### src/rtl/io_pkg.sv
// Shared definitions for the stepper IO hub: register map, status bit
// positions, command/control field positions and the channel state type.
package io_pkg;

  localparam int unsigned IO_BIT_DEF = 12;

  localparam logic [1:0] REG_CMD    = 2'd0;
  localparam logic [1:0] REG_PERIOD = 2'd1;
  localparam logic [1:0] REG_STATUS = 2'd2;
  localparam logic [1:0] REG_CTRL   = 2'd3;

  localparam int unsigned ST_BUSY = 31;
  localparam int unsigned ST_DONE = 30;
  localparam int unsigned ST_ERR  = 29;
  localparam int unsigned ST_DIR  = 28;

  localparam int unsigned CMD_DIR    = 31;
  localparam int unsigned CTRL_ABORT = 0;
  localparam int unsigned CTRL_CLEAR = 1;

  typedef enum logic [1:0] {
    CH_IDLE = 2'd0,
    CH_HIGH = 2'd1,
    CH_LOW  = 2'd2
  } ch_state_e;

  // Status word: flags in the top nibble, remaining count zero-extended below.
  function automatic logic [31:0] pack_status(input logic busy, input logic done,
                                              input logic err, input logic dir,
                                              input logic [27:0] rem);
    logic [31:0] s;
    s          = '0;
    s[27:0]    = rem;
    s[ST_BUSY] = busy;
    s[ST_DONE] = done;
    s[ST_ERR]  = err;
    s[ST_DIR]  = dir;
    return s;
  endfunction

endpackage

### src/rtl/stepper_channel.sv
// One stepper channel: step-pulse sequencer with programmable count, period
// and direction, plus sticky done/err flags.
module stepper_channel
  import io_pkg::*;
#(
  parameter int unsigned CNT_W      = 16,
  parameter int unsigned DIV_W      = 20,
  parameter int unsigned PULSE_W    = 100,
  parameter int unsigned DEF_PERIOD = 100000
) (
  input  logic             clk,
  input  logic             rst_n,
  input  logic             cmd_we,
  input  logic [CNT_W-1:0] cmd_steps,
  input  logic             cmd_dir,
  input  logic             period_we,
  input  logic [DIV_W-1:0] period_wdata,
  input  logic             abort,
  input  logic             clear,
  output logic             step,
  output logic             dir,
  output logic             busy,
  output logic             done,
  output logic             err,
  output logic             done_nxt_c,
  output logic [CNT_W-1:0] remaining,
  output logic [DIV_W-1:0] period
);

  localparam logic [DIV_W-1:0] PULSE_LAST = DIV_W'(PULSE_W - 1);
  localparam logic [DIV_W-1:0] MIN_PERIOD = DIV_W'(PULSE_W + 1);

  ch_state_e        state_q, state_d;
  logic [DIV_W-1:0] cnt_q, cnt_d;
  logic [DIV_W-1:0] period_q, period_d;
  logic [CNT_W-1:0] rem_q, rem_d;
  logic             step_q, step_d;
  logic             dir_q, dir_d;
  logic             busy_q, busy_d;
  logic             done_q, done_d;
  logic             err_q, err_d;
  logic [DIV_W-1:0] peff_c;
  logic [DIV_W-1:0] peff_last_c;

  // The period must leave at least one low cycle after the pulse.
  assign peff_c      = (period_q < MIN_PERIOD) ? MIN_PERIOD : period_q;
  assign peff_last_c = peff_c - DIV_W'(1);

  always_comb begin
    state_d  = state_q;
    cnt_d    = cnt_q;
    period_d = period_q;
    rem_d    = rem_q;
    step_d   = step_q;
    dir_d    = dir_q;
    done_d   = done_q;
    err_d    = err_q;

    case (state_q)
      CH_IDLE: begin
        step_d = 1'b0;
        if (cmd_we) begin
          if (cmd_steps != '0) begin
            state_d = CH_HIGH;
            cnt_d   = '0;
            rem_d   = cmd_steps;
            dir_d   = cmd_dir;
            done_d  = 1'b0;
            step_d  = 1'b1;
          end else begin
            done_d = 1'b1;
          end
        end
      end
      CH_HIGH: begin
        cnt_d = cnt_q + DIV_W'(1);
        if (cnt_q == PULSE_LAST) begin
          state_d = CH_LOW;
          step_d  = 1'b0;
        end
      end
      CH_LOW: begin
        // >= keeps a shortened period from stranding the counter past its end.
        if (cnt_q >= peff_last_c) begin
          cnt_d = '0;
          rem_d = rem_q - CNT_W'(1);
          if (rem_q == CNT_W'(1)) begin
            state_d = CH_IDLE;
            done_d  = 1'b1;
          end else begin
            state_d = CH_HIGH;
            step_d  = 1'b1;
          end
        end else begin
          cnt_d = cnt_q + DIV_W'(1);
        end
      end
      default: begin
        state_d = CH_IDLE;
        step_d  = 1'b0;
      end
    endcase

    if (cmd_we && (state_q != CH_IDLE)) err_d = 1'b1;
    if (period_we) period_d = period_wdata;

    if (abort && (state_q != CH_IDLE)) begin
      state_d = CH_IDLE;
      step_d  = 1'b0;
      cnt_d   = '0;
      rem_d   = '0;
      done_d  = done_q;
    end

    if (clear) begin
      done_d = 1'b0;
      err_d  = 1'b0;
    end

    busy_d = (state_d != CH_IDLE);
  end

  always_ff @(posedge clk) begin
    if (!rst_n) begin
      state_q  <= CH_IDLE;
      cnt_q    <= '0;
      period_q <= DIV_W'(DEF_PERIOD);
      rem_q    <= '0;
      step_q   <= 1'b0;
      dir_q    <= 1'b0;
      busy_q   <= 1'b0;
      done_q   <= 1'b0;
      err_q    <= 1'b0;
    end else begin
      state_q  <= state_d;
      cnt_q    <= cnt_d;
      period_q <= period_d;
      rem_q    <= rem_d;
      step_q   <= step_d;
      dir_q    <= dir_d;
      busy_q   <= busy_d;
      done_q   <= done_d;
      err_q    <= err_d;
    end
  end

  assign step       = step_q;
  assign dir        = dir_q;
  assign busy       = busy_q;
  assign done       = done_q;
  assign err        = err_q;
  assign done_nxt_c = done_d;
  assign remaining  = rem_q;
  assign period     = period_q;

endmodule

### src/rtl/io_stepper_hub.sv
// Memory-mapped hub of NUM_CH stepper channels: address decode, channel
// instances, zero-latency status read mux and the shared done interrupt.
module io_stepper_hub
  import io_pkg::*;
#(
  parameter int unsigned NUM_CH     = 4,
  parameter int unsigned CNT_W      = 16,
  parameter int unsigned DIV_W      = 20,
  parameter int unsigned PULSE_W    = 100,
  parameter int unsigned IO_BIT     = IO_BIT_DEF,
  parameter int unsigned DEF_PERIOD = 100000
) (
  input  logic              clk,
  input  logic              rst_n,
  input  logic              io_insn,
  input  logic              io_we,
  input  logic [31:0]       mem_addr,
  input  logic [31:0]       data_in,
  output logic [31:0]       data_out,
  output logic [NUM_CH-1:0] step,
  output logic [NUM_CH-1:0] dir,
  output logic              irq
);

  logic [2:0]        ch_idx_c;
  logic [1:0]        reg_idx_c;
  logic              sel_c;
  logic              wr_c;
  logic              rd_c;
  logic [NUM_CH-1:0] busy_w;
  logic [NUM_CH-1:0] done_w;
  logic [NUM_CH-1:0] err_w;
  logic [NUM_CH-1:0] done_nxt_w;
  logic [CNT_W-1:0]  rem_w [NUM_CH];
  logic [DIV_W-1:0]  per_w [NUM_CH];
  logic              irq_q, irq_d;
  logic              unused_bits;

  // Address bits outside the decoded fields and data bits beyond the fields are don't-care.
  assign unused_bits = ^{mem_addr, data_in};

  assign ch_idx_c  = mem_addr[6:4];
  assign reg_idx_c = mem_addr[3:2];
  assign sel_c     = io_insn & mem_addr[IO_BIT] & ({1'b0, ch_idx_c} < 4'(NUM_CH));
  assign wr_c      = sel_c & io_we;
  assign rd_c      = sel_c & ~io_we;

  for (genvar i = 0; i < NUM_CH; i++) begin : g_ch
    logic hit_c;
    assign hit_c = wr_c && (ch_idx_c == 3'(i));

    stepper_channel #(
      .CNT_W      (CNT_W),
      .DIV_W      (DIV_W),
      .PULSE_W    (PULSE_W),
      .DEF_PERIOD (DEF_PERIOD)
    ) u_ch (
      .clk          (clk),
      .rst_n        (rst_n),
      .cmd_we       (hit_c && (reg_idx_c == REG_CMD)),
      .cmd_steps    (data_in[CNT_W-1:0]),
      .cmd_dir      (data_in[CMD_DIR]),
      .period_we    (hit_c && (reg_idx_c == REG_PERIOD)),
      .period_wdata (data_in[DIV_W-1:0]),
      .abort        (hit_c && (reg_idx_c == REG_CTRL) && data_in[CTRL_ABORT]),
      .clear        (hit_c && (reg_idx_c == REG_CTRL) && data_in[CTRL_CLEAR]),
      .step         (step[i]),
      .dir          (dir[i]),
      .busy         (busy_w[i]),
      .done         (done_w[i]),
      .err          (err_w[i]),
      .done_nxt_c   (done_nxt_w[i]),
      .remaining    (rem_w[i]),
      .period       (per_w[i])
    );
  end

  // Read mux; write-only registers and unselected accesses read as zero.
  always_comb begin
    data_out = '0;
    for (int i = 0; i < NUM_CH; i++) begin
      if (rd_c && (ch_idx_c == 3'(i))) begin
        case (reg_idx_c)
          REG_PERIOD: data_out = 32'(per_w[i]);
          REG_STATUS: data_out = pack_status(busy_w[i], done_w[i], err_w[i], dir[i],
                                             28'(rem_w[i]));
          default:    data_out = '0;
        endcase
      end
    end
  end

  // Built from next-state done so irq changes on the same edge as the flags.
  assign irq_d = |done_nxt_w;

  always_ff @(posedge clk) begin
    if (!rst_n) irq_q <= 1'b0;
    else        irq_q <= irq_d;
  end

  assign irq = irq_q;

endmodule

### config.mk
export PLATFORM = sky130hd
export DESIGN_NAME = io_stepper_hub
export DESIGN_NICKNAME = d
export VERILOG_FILES = /design/src/rtl/io_pkg.sv /design/src/rtl/stepper_channel.sv /design/src/rtl/io_stepper_hub.sv
export SDC_FILE = /design/constraint.sdc
export NUM_CORES = 1
export LEC_CHECK = 0
export BUFFER_PORTS_ARGS = -buffer_cell sky130_fd_sc_hd__buf_4
export CAP_MARGIN = 20
export CORE_MARGIN = 10
export CORE_UTILIZATION = 30
export DETAILED_ROUTE_END_ITERATION = 10
export PLACE_DENSITY = 0.55
export SYNTH_ARGS = -nofsm -noshare
export SYNTH_HDL_FRONTEND = slang
export SYNTH_SLANG_ARGS = --single-unit
### constraint.sdc
create_clock -name clk -period 5.2 [get_ports clk]
set_input_delay 0.78 -clock clk [delete_from_list [all_inputs] [get_ports clk]]
set_output_delay 0.78 -clock clk [all_outputs]
set_load 0.02 [all_outputs]
==> results list, run 1 <==
* Worst hold path cell count: 2
- Cell internal power was estimated by the tool at 3310 µW.
- In this run the worst path has a maximum fanout of 8.
- Once the floorplan was initialized, standard cells occupied a little under a third of the core.
- Summed over all layers, the global routing overflow is 0.
- Detailed placement ended at an HPWL of ~45 mm.
* Worst slew slack as a fraction of its limit: 31.8%
- The count of buffers added on input and output ports is between 60 and 70.
- The count of nets left with antenna violations once routing finished came out at 0.
* YS warnings: 0
- Relative area change from synthesis to final layout: 12.4%
- The via count of the first global-routing pass came to ~16000.
- Of the total power, the clock network draws between 50% and 60%.
- Summed over all cells, the static leakage comes to 0.00712 µW.
* Height of the chip: between 200 and 300 µm
- Sinks on the clock net: approximately 250
- Share of flip-flops with an asynchronous set or reset after synthesis: 0%
- Based on the critical path, the design can be clocked at up to ~210 MHz.
* Final hold viol count: 0
* Share of layout cells above drive strength 1: just over 8%
- Depth of the worst register-to-register path: 18
- Number of buffers inserted during clock tree synthesis: 31
* Max_cap viols: 0
- Worst Hold Margin: between 0.4 and 0.5 ns
- Yosys cell types: approximately 80
- In the finished design, the share of the clock period the worst path needs comes to 90.1%.
* Arrival time worst endpoint: 5.18 ns
- Using the TritonRoute via totals, the vias-per-cell ratio works out to about 5.6.
- Worst-case hold path end point: g_ch[2].u_ch.err$_SDFFE_PP0P_
- The number of slew-limit violations in the final report is 0.
- Number of placement rows: 86
* Total via count in the routed design: approximately 17000
- Power density over cell area: around 240 nW/µm²
- Gate Count Post-Synth: approximately 2200
* Initial DRT Pass Iterations: 8
* Setup crit start kind: flop
- VDD IR max: 0.000256 V
* Number of enable-type register cells in the synthesized netlist: 0
- Ant diodes: 0
- Fraction of synthesized cell area taken by the top area cell type: 30.3%
* Multi-input logic area: 10900 µm²
* Proportion of power drawn by flip-flops and latches: a little over two fifths
* CTS tree: built
- In the final routed layout, each cell accounts on average for a little over 20 µm.
* Biggest area contributors in the synthesized netlist: dfxtp_1 (30%), ha_1 (8.4%), nand2_1 (7.6%)
* Antenna violations before repair: 0
* Final weighted congestion in routability-driven placement: ~0.95
- Global-route usage over all layers: around 18%
- The routed design could run at a clock period as short as roughly 4.7 ns.
- about 110 I/O pins were placed.
- Startpoint of the worst register-to-register path: g_ch[1].u_ch.period[12]$_SDFFE_PN0P_
- The clock passes through at most 3 buffers.
* Die Area: about 66000 µm²
* Post-CTS Resized: 0
* Most instantiated flip-flop cell in the synthesis netlist: dfxtp_1
- The flow ran to the end, and the final reports show no timing, DRC or antenna violations.
* Portion of the post-synthesis area used by sequential elements: a little under a third
* Beginning of the worst hold path: g_ch[2].u_ch.err$_SDFFE_PP0P_
* Cell chosen for the clock root: clkbuf_16
- The critical path is of the reg -> reg type.
- Post-CTS Setup Inserts: 0
- Number of synthesized register bits: 253
* Transition time at the pin with the least slew margin: roughly 1.0 ns
- Count of unresolved DRC violations after routing: 0
- For this design the total switching power over the nets is 1120 µW.
- Worst R2R End: g_ch[1].u_ch.remaining[7]$_SDFFE_PP0P_
- Area taken by flip-flops and latches: about 5100 µm²
* Kind of path behind the tightest hold check: reg -> reg
- For the worst-skew pair, the clock arrives at the later sink with an insertion delay of between 0.5 and 0.6 ns.
- dfxtp_1 takes more of the synthesized area than any other cell.
- Largest clock skew in the final design: 0.0130 ns
* Combinational Power Share: about 6.0%
- In this run, post-CTS hold repair placed 0 buffers.
- Unrepaired setup endpoints after global routing: false
- Power Total: 4430 µW
- Cell area after technology mapping: between 15000 and 20000 µm²
- Switching part of the total: between 20% and 30%
- The detailed router finished its first iteration with 1958 violations.
- Endpoint type of the worst setup path: flop
- After the last flow step, the layout net total stands at 2386.
- Dividing the synthesized area by the synthesized cell count gives 7.52 µm².
- Total core area: 55100 µm²
- Data on the critical path is required at its endpoint by approximately 5.7 ns.
* Flop-to-flop setup slack: between 0.5 and 0.6 ns
- Die outline width: roughly 260 µm
* Setup Viol. Count Final: 0
- Maximum number of pins on one net before global-route repair: between 50 and 60
* Clk pin slew, worst setup/hold paths: roughly 0.060 ns
- The first global-routing pass estimated around 94 mm of wire.
* H-tree depth reported by CTS: 1
- The library cell used most frequently in the layout, excluding fill and tap cells, is nand2_1.
- Post-route setup TNS: 0 ns
- Fill cells in the final layout number 5904.
* Commonest cells after routing, fill and taps aside: nand2_1 (338), dfxtp_1 (253), nor2_1 (247), a21oi_1 (173), ha_1 (110)
- The final layout contains routed wiring with a total length of between 60 and 70 mm.
-- final cells by class --
class / instances / area share [%]
sequential: 253 / 27.0
multi-input combinational: 1776 / 57.8
clock inverter: 13 / 0.779
timing repair buffer: 93 / 3.85
clock buffer: 42 / 4.61
inverter: 51 / 1.02
tap: 748 / 4.98
-- power groups by stage --
| stage | registers [µW] | logic (µW) | clock network (µW) |
|---|---|---|---|
| 2_1_floorplan | 1990 | 151 | 0 |
| 3_3_place_gp | 1990 | 253 | 0 |
| 3_5_place_dp | 1990 | 256 | 0 |
| 4_1_cts | 1950 | 257 | 2250 |
| 5_1_grt | 1950 | 278 | 2330 |
| 6_report | 1950 | 265 | 2220 |
-- cells by family after synthesis --
| group | count (synthesis) | synth area share, % |
|---|---|---|
| adder cells (fa/ha/maj) | 112 | 8.38 |
| AO/OA/AOI/OAI | 533 | 20.6 |
| multiplexers | 19 | 1.29 |
| XOR/XNOR | 132 | 6.91 |
| AND/OR/NAND/NOR | 972 | 27.4 |
| other | 1 | 0.0224 |
| flip-flops | 253 | 30.3 |
| buffers and inverters | 201 | 5.07 |
-- state kept, by name, summed over array words and instances, names as in the netlist --
name,cells
g_ch.u_ch.done,4
g_ch.u_ch.state_q,8
irq,1
g_ch.u_ch.step,4
g_ch.u_ch.remaining,64
g_ch.u_ch.busy,4
g_ch.u_ch.dir,4
g_ch.u_ch.cnt_q,80
g_ch.u_ch.err,4
g_ch.u_ch.period,80
-- through the flow --
step	std cells	utilization (%)	cell area (µm²)	setup slack (ns)
after floorplan	2230	-	16700	0.836
after global placement	2921	32.3	17800	0.576
after detailed placement	2921	32.3	17800	0.498
after CTS	2976	34.1	18800	0.474
after global routing	2976	34.1	18800	0.126
final	2976	34.1	18800	0.516
-- cells in the mapped netlist, drive strengths merged (5+ instances only) --
cell type,n
nand3b,9
nor2b,25
nand2,338
and4,12
buf,44
nand3,74
and3,23
o21ai,62
nor4,36
xnor2,73
or2,10
a31o,5
or3,26
a21o,14
a211oi,15
o32ai,28
xor2,59
inv,51
clkbuf,106
nor3,81
o21a,35
ha,112
nor2,248
nand4,36
o211ai,11
mux2i,16
or4,8
and2,7
o31ai,17
a21oi,173
nand2b,19
o31a,6
o22ai,45
dfxtp,253
a31oi,16
a22oi,69
-- per-layer routing --
layer	global-route usage, %	vias up	share of wire (%)	wire, µm
li1	-	7891	-	-
met1	24.1	7866	44	27000
met2	27.4	749	42	26100
met3	4.69	124	10	6340
met4	5.79	0	3.3	2060
met5	0	-	0	0
-- critical path, stage by stage, from the launching register on --
cell      delay, ns
dfxtp_1        0.37
or3_1          0.39
or4_1          0.50
nor4_4         0.32
nor4_2         0.11
nand2_1        0.15
or2_2          0.17
nor2_1         0.05
xnor2_1        0.14
ha_1           0.33
and4_1         0.23
nand2_1        0.07
o41ai_1        0.44
buf_4          0.21
nor3_1         0.06
nor2_1         0.48
buf_4          0.26
a21oi_1        0.07
a211oi_1       0.23
-- worst max-delay path by stage --
stage	start	end	slack (ns)
floorplan	g_ch[1].u_ch.period[12]$_SDFFE_PN0P_	g_ch[1].u_ch.remaining[6]$_SDFFE_PP0P_	0.84
global placement	g_ch[1].u_ch.period[12]$_SDFFE_PN0P_	g_ch[1].u_ch.remaining[7]$_SDFFE_PP0P_	0.58
detailed placement	g_ch[1].u_ch.period[12]$_SDFFE_PN0P_	g_ch[1].u_ch.remaining[7]$_SDFFE_PP0P_	0.50
CTS	g_ch[1].u_ch.period[12]$_SDFFE_PN0P_	g_ch[1].u_ch.remaining[7]$_SDFFE_PP0P_	0.47
global route	g_ch[1].u_ch.period[12]$_SDFFE_PN0P_	g_ch[1].u_ch.remaining[7]$_SDFFE_PP0P_	0.13
finish	g_ch[1].u_ch.period[12]$_SDFFE_PN0P_	g_ch[1].u_ch.remaining[7]$_SDFFE_PP0P_	0.52
(Power assumes the default switching activity.)
==> run 2, diff against run 1 <==
--- a/config.mk
+++ b/config.mk
@@ -11,6 +11,7 @@
 export CORE_UTILIZATION = 30
 export DETAILED_ROUTE_END_ITERATION = 10
 export PLACE_DENSITY = 0.55
+export REMOVE_ABC_BUFFERS = 1
 export SYNTH_ARGS = -nofsm -noshare
 export SYNTH_HDL_FRONTEND = slang
 export SYNTH_SLANG_ARGS = --single-unit
==> run 2 against run 1 <==
Via count decreased by 0.28%. Clock power increased by 16%. Sequential power barely moved. Largest power group unchanged. Utilization grew 0.35 points. Power up 7.9%. Clock skew grew 0.014 ns. Sequential share of layout area fell by 0.27 points. Routed wire length is 0.59% lower. Final area grew 1.0%. Global-route usage shrank 0.14 points. Critical endpoint is now irq$_SDFF_PN0_. Final cell count up 0.20%. Register-to-register slack got worse by 0.19 ns.
==> results list, run 2 (same netlist as run 1, synthesis figures left out) <==
- Run status: complete, no violations
- The cell area after placement was 17800 µm² (-0.12%).
- The via count normalized by instance count was 5.56 (-0.48%).
- The required arrival time at the worst endpoint came to 5.67 ns (-0.02 ns).
- Antenna violations before repair: 1 (+1)
* CP Buf/Inv Count: 1 (-1)
- Power density over cell area: 252 nW/µm² (+6.8%)
* CTS tree: built
- The detailed-placement wirelength estimate came to 44.3 mm (-1.6%).
* Number of buffers added on ports: 63 (unchanged)
- The sum of overflow across all layers after global routing was 0 (unchanged).
* Maximum fanout encountered on the critical timing path: 8 (unchanged)
- The number of slew-limit violations in the final report came to 0 (unchanged).
- The initial standard-cell utilization of the core was 30.4% (unchanged).
* Number of nets in the layout: 2389 (+0.13%)
- The total of cells resized after clock tree synthesis was 0 (unchanged).
* Number of placement rows: 86 (unchanged)
* Endpoint type of the worst setup path: flop
* Height of the chip: 256 µm (unchanged)
- The core area came to 55100 µm² (unchanged).
- Ant diodes: 0 (unchanged)
- The slew at the pin with the worst max-slew slack was 0.945 ns (-0.0744 ns).
- The normalized max-slew margin was 36.8% (+5.0 points).
* Number of buffers inserted during clock tree synthesis: 34 (+9.7%)
- Vias in the first global route: 15300 (-2.7%)
* Die outline width: 256 µm (unchanged)
- Startpoint of the worst register-to-register path: g_ch[1].u_ch.period[12]$_SDFFE_PN0P_
* Post-CTS Setup Inserts: 0 (unchanged)
- The min-delay analysis places its worst path in the category reg -> reg.
* Final weighted congestion in routability-driven placement: 0.978 (+2.9%)
* # hold bufs at CTS: 0 (unchanged)
* Initial DRT Pass Iterations: 5 (-3)
* Routed WL per cell: 20.5 µm (-0.79%)
- Die Area: 65600 µm² (unchanged)
- The slack of the worst reg-to-reg path is 0.33 ns (-0.19 ns).
* Total length of routed wires: 61.2 mm (-0.59%)
* Clk pin slew, worst setup/hold paths: 0.06 ns (about the same)
- Global-route usage over all layers: 17.8% (-0.14 points)
* Count of unresolved DRC violations after routing: 0 (unchanged)
* Worst R2R End: irq$_SDFF_PN0_
- The boundary pin count came to 109 (unchanged).
- The worst-case vdd ir drop is 0.000207 V (-19%).
- For hold timing, the worst endpoint is g_ch[2].u_ch.err$_SDFFE_PP0P_.
* H-tree depth reported by CTS: 2 (+1)
* Crit path max-delay cell type: o41ai_1
* Cell chosen for the clock root: clkbuf_16
* Largest clock skew in the final design: 0.0270 ns (+0.0140 ns)
* Beginning of the worst hold path: g_ch[2].u_ch.err$_SDFFE_PP0P_
- Final critical path time including I/O delays and setup: 4.87 ns (+0.188 ns)
- Share of layout cells above drive strength 1: 8.68% (+0.38 points)
- The number of cells traversed by the worst hold path is 2 (unchanged).
* Crit path kind: reg -> reg
- The maximum clock frequency is 205 MHz (-3.9%).
* Unrepaired setup endpoints after global routing: false
- Share of the core filled with cells: 34.5% (+0.35 points)
* 1st-iter DRT viols: 1685 (-14%)
* Final worst-path cycle share: 93.7% (+3.6 points)
* Depth of the worst register-to-register path: 17 (-1)
- Final-layout fill cell count: 5840 (-1.1%)
* Power Total: 4780 µW (+7.9%)
* Wire length of the first global-routing pass: 92.6 mm (-1.9%)
- In the layout the commonest cells are nand2_1 (338), dfxtp_1 (253), nor2_1 (247), a21oi_1 (173), ha_1 (110).
- Relative area change from synthesis to final layout: 13.5%
- The total negative slack for setup checks was 0 ns (unchanged).
- Setup Viol. Count Final: 0 (unchanged)
- Sinks on the clock net: 253 (unchanged)
- The post-route antenna net violation count is 0 (unchanged).
- The leakage power of the design was 0.00721 µW (+1.2%).
- CTS Buffer Depth: 3 (unchanged)
* Max_cap viols: 0 (unchanged)
- Biggest cell delay along the critical path: 0.55 ns (+0.05 ns)
- The post-route cell area came to 19000 µm² (+1.0%).
* Cell-by-cell listing of the critical path: or3_1, or4_1, nor4_4, nor4_2, and3b_4, nand2b_2, nor3_1, xnor2_1, ha_1, and4_1, nand2_1, o41ai_1, buf_4, nor2_1, o31ai_1, a221oi_1, a21oi_1
- The number of failing hold endpoints at the final stage was 0 (unchanged).
- Leaving out fill and tap cells, the most frequent cell in the layout is nand2_1.
* Source-to-sink clock delay at the later pin of the worst-skew pair: 0.56 ns (-0.03 ns)
- The maximum number of pins on one net before global-route repair is 45 (-12%).
* Arrival time worst endpoint: 5.34 ns (+0.16 ns)
* Cell family with the largest share of critical-path delay: simple AND/OR/NAND/NOR gates
* Total via count in the routed design: 16600 (-0.28%)
- Setup crit start kind: flop
run 2: changes by cell type in the layout (fill, tap and decap cells not counted), sizes merged:
cell      change
bufinv        +2
clkbuf        +3
clkinv        -1
clkinvlp      +2
run 2: through the flow:
step / cells / setup slack [ns] / hold slack [ns]
finish: 2982 / 0.328 / 0.487
global route: 2982 / 0.0842 / 0.499
CTS: 2982 / 0.343 / 0.473
detailed placement: 2921 / 0.400 / 0.469
global placement: 2921 / 0.400 / 0.473
floorplan: 2080 / 0.0465 / 0.437
run 2: per-layer routing:
layer  global-route usage (%)  routed length (µm)  part of all wire (%)
met5                        0                   0                     0
met4                     4.98                1560                   2.6
met3                     4.57                6130                    10
met2                     26.9               26400                    43
met1                     24.5               27000                    44
run 2: area by class of cell:
class	instances	area, µm²	share of cell area [%]
Multi-Input combinational cell	1776	10900	57.2
Sequential cell	253	5060	26.7
Inverter	51	191	1.01
Clock inverter	16	243	1.28
Tap cell	748	936	4.93
Clock buffer	45	983	5.18
Timing Repair Buffer	93	711	3.74
run 2: worst min-delay path: stages (launching register included):
cell	delay, ns
dfxtp_1	0.33
a31oi_1	0.05
nor2_1	0.07
run 2: worst max path at each step:
stage,slack (ns),start,depth (start not counted),endpoint
after global routing,0.08,g_ch[1].u_ch.period[12]$_SDFFE_PN0P_,17,irq$_SDFF_PN0_
after detailed placement,0.40,g_ch[1].u_ch.period[12]$_SDFFE_PN0P_,17,irq$_SDFF_PN0_
final,0.33,g_ch[1].u_ch.period[12]$_SDFFE_PN0P_,17,irq$_SDFF_PN0_
after global placement,0.40,g_ch[1].u_ch.period[12]$_SDFFE_PN0P_,17,irq$_SDFF_PN0_
after floorplan,0.05,g_ch[2].u_ch.period[14]$_SDFFE_PN0P_,15,g_ch[2].u_ch.remaining[11]$_SDFFE_PP0P_
after CTS,0.34,g_ch[1].u_ch.period[12]$_SDFFE_PN0P_,17,irq$_SDFF_PN0_
run 2: where the power goes:
group          total (µW)  switching (µW)  internal, µW
sequential           1950            7.56          1940
clock                2570             981          1590
combinational         260             193          66.4
total                4780            1180          3600
==> run 3, diff against run 2 <==
--- a/config.mk
+++ b/config.mk
@@ -7,10 +7,9 @@
 export LEC_CHECK = 0
 export BUFFER_PORTS_ARGS = -buffer_cell sky130_fd_sc_hd__buf_4
 export CAP_MARGIN = 20
-export CORE_MARGIN = 10
-export CORE_UTILIZATION = 30
+export CORE_UTILIZATION = 60
 export DETAILED_ROUTE_END_ITERATION = 10
-export PLACE_DENSITY = 0.55
+export PLACE_DENSITY = 0.89
 export REMOVE_ABC_BUFFERS = 1
 export SYNTH_ARGS = -nofsm -noshare
 export SYNTH_HDL_FRONTEND = slang
==> run 3 against run 2 <==
Count of clock-buffer cells in the layout decreased by 6. Routed wire length fell by 9.5%. Worst setup slack better by 0.17 ns. Non-clock buffer count shrank 4. Critical path type unchanged.
==> results list, run 3 (same netlist as run 1, synthesis figures left out) <==
- Run status: complete, no violations
- The post-route antenna net violation count was 0 (unchanged).
- Worst slew slack as a fraction of its limit: 25.5% (-11 points)
- Final instance area: 18300 µm² (-3.7%)
* Crit path kind: reg -> reg
* Initial standard-cell utilization of the core: 61.5% (+31 points)
* Power density over cell area: 243 nW/µm² (-3.4%)
- The core area came to 27200 µm² (-51%).
- Wire length of the first global-routing pass: 85.8 mm (-7.3%)
- Arrival time worst endpoint: 5.10 ns (-0.24 ns)
* Share of layout cells above drive strength 1: 8.19% (-0.49 points)
* Number of buffers inserted during clock tree synthesis: 29 (-15%)
- The final worst-path cycle share was 90.4% (-3.3 points).
- The number of buffers on the longest clock path is 3 (unchanged).
- Final-layout fill cell count: 2231 (-62%)
- Number of nets in the layout: 2380 (-0.38%)
* Total via count in the routed design: 17400 (+4.8%)
* Number of placement rows: 60 (-30%)
- Transition time at the pin with the least slew margin: 1.12 ns (+0.172 ns)
- Number of buffers added on ports: 63 (unchanged)
* Relative area change from synthesis to final layout: 9.36%
- The count of H-tree levels built during CTS was 1 (-1).
- Leaving out fill and tap cells, the most frequent cells in the layout are nand2_1 (338), dfxtp_1 (253), nor2_1 (247), a21oi_1 (173), ha_1 (110).
- Final critical path time including I/O delays and setup: 4.70 ns (-0.171 ns)
* Post-CTS Setup Inserts: 0 (unchanged)
- Top-Level Pins: 109 (unchanged)
- The number of failing hold endpoints at the final stage was 0 (unchanged).
* Post-route setup TNS: 0 ns (unchanged)
* Ant diodes: 0 (unchanged)
* 1st-iter DRT viols: 2278 (+35%)
- The leakage power of the design was 0.00709 µW (-1.6%).
- The via count of the first global-routing pass came to 16000 (+4.5%).
- The final design utilization was 67.3% (+33 points).
* Multi-input logic area: 10900 µm² (unchanged)
- The minimum hold slack came to 0.501 ns (+0.0136 ns).
- The via count normalized by instance count was 6.70 (+21%).
* Endpoint type of the worst setup path: flop
- Maximum fanout encountered on the critical timing path: 8 (unchanged)
* VDD IR max: 0.000223 V (+7.8%)
- The final count of negative-setup-slack endpoints was 0 (unchanged).
- The maximum clock frequency was 213 MHz (+3.6%).
- The initial antenna violation count was 1 (unchanged).
* Height of the chip: 169 µm (-34%)
- The storage element area was 5060 µm² (unchanged).
* Die Area: 28500 µm² (-56%)
- Instance area after placement: 17200 µm² (-2.9%)
* Unrepaired setup endpoints after global routing: false
* Setup crit start kind: flop
- Flop-to-flop setup slack: 0.50 ns (+0.17 ns)
* CTS tree: built
* Final weighted congestion in routability-driven placement: 1.08 (+9.9%)
- Clk pin slew, worst setup/hold paths: 0.06 ns (about the same)
- Most common cell after layout, fill and taps aside: nand2_1
- Count of unresolved DRC violations after routing: 0 (unchanged)
- The max-cap check violation count was 0 (unchanged).
- Worst EP required: 5.60 ns (-0.07 ns)
- Slew Viols, Final: 0 (unchanged)
- The total wirelength of the detailed-routed design was 55.4 mm (-9.5%).
* Cell chosen for the clock root: clkbuf_16
- The sum of overflow across all layers after global routing came to 0 (unchanged).
- The total of cells resized after clock tree synthesis was 0 (unchanged).
* Sinks on the clock net: 253 (unchanged)
* Initial DRT Pass Iterations: 10 (+5)
* Source-to-sink clock delay at the later pin of the worst-skew pair: 0.56 ns (about the same)
- Die outline width: 169 µm (-34%)
* Largest clock skew in the final design: 0.0115 ns (-0.0155 ns)
- # hold bufs at CTS: 0 (unchanged)
- The maximum number of pins on one net before global-route repair was 54 (+20%).
- Routed WL per cell: 21.4 µm (+4.1%)
* Kind of path behind the tightest hold check: in -> reg
- Sum of net half-perimeters after detailed placement: 39.0 mm (-12%)
* Global-route usage over all layers: 38.0% (+20 points)
run 3: cell types whose count changed in the layout (fill, tap and decap cells not counted):
cell        change
clkinvlp_4      +1
inv_6           +1
buf_4           -3
clkbuf_16       -6
buf_12          -1
clkinv_2        -1
clkinv_8        -2
clkinv_4        -1
run 3: worst max-delay path: stages, from the launching register on:
cell	delay, ns
dfxtp_1	0.39
or3_1	0.40
or4_1	0.50
nor4_4	0.47
nor4_2	0.14
nand2_1	0.17
or2_2	0.18
nor2_1	0.06
xnor2_1	0.13
ha_1	0.30
a21oi_1	0.16
o21ai_0	0.10
a221o_1	0.44
nor2_1	0.31
o31ai_1	0.12
buf_4	0.19
a221oi_1	0.31
a21oi_1	0.16
run 3: worst paths after layout:
kind,from,to,cells after the start
setup reg to reg,g_ch[1].u_ch.period[12]$_SDFFE_PN0P_,irq$_SDFF_PN0_,17
hold / removal,data_in[16],g_ch[2].u_ch.period[16]$_SDFFE_PN1P_,3
hold reg to reg,g_ch[1].u_ch.period[11]$_SDFFE_PN0P_,g_ch[1].u_ch.period[11]$_SDFFE_PN0P_,2
setup / recovery,g_ch[1].u_ch.period[12]$_SDFFE_PN0P_,irq$_SDFF_PN0_,17
run 3: per-stage QoR:
| step | setup slack, ns | total power [µW] | cells |
|---|---|---|---|
| 5_1_grt | 0.166 | 4550 | 2594 |
| 3_5_place_dp | 0.595 | 2230 | 2541 |
| 3_3_place_gp | 0.720 | 2220 | 2541 |
| 2_1_floorplan | 0.0465 | 2110 | 2080 |
| 4_1_cts | 0.565 | 4440 | 2594 |
| 6_report | 0.499 | 4450 | 2594 |
run 3: where the power goes:
group / internal (µW) / switching [µW] / leakage (µW)
clock: 1370 / 876 / 0.000503
sequential: 1940 / 7.46 / 0.00204
combinational: 64.0 / 190 / 0.00455
run 3: cell type report:
type	count	area share [%]
clock buffers	39	4.56
clock inverters	14	1.16
inverters	51	1.05
multi-input cells	1776	59.3
flip-flops and latches	253	27.7
well taps	372	2.55
repair buffers	89	3.65
run 3: per-layer routing:
metal / vias to the layer above / wire [µm] / GRT usage (%)
li1: 7895 / - / -
met3: 260 / 7520 / 9.31
met5: - / 0 / 0
met2: 1170 / 23900 / 59.9
met1: 8062 / 20500 / 48.3
met4: 0 / 3490 / 19.6
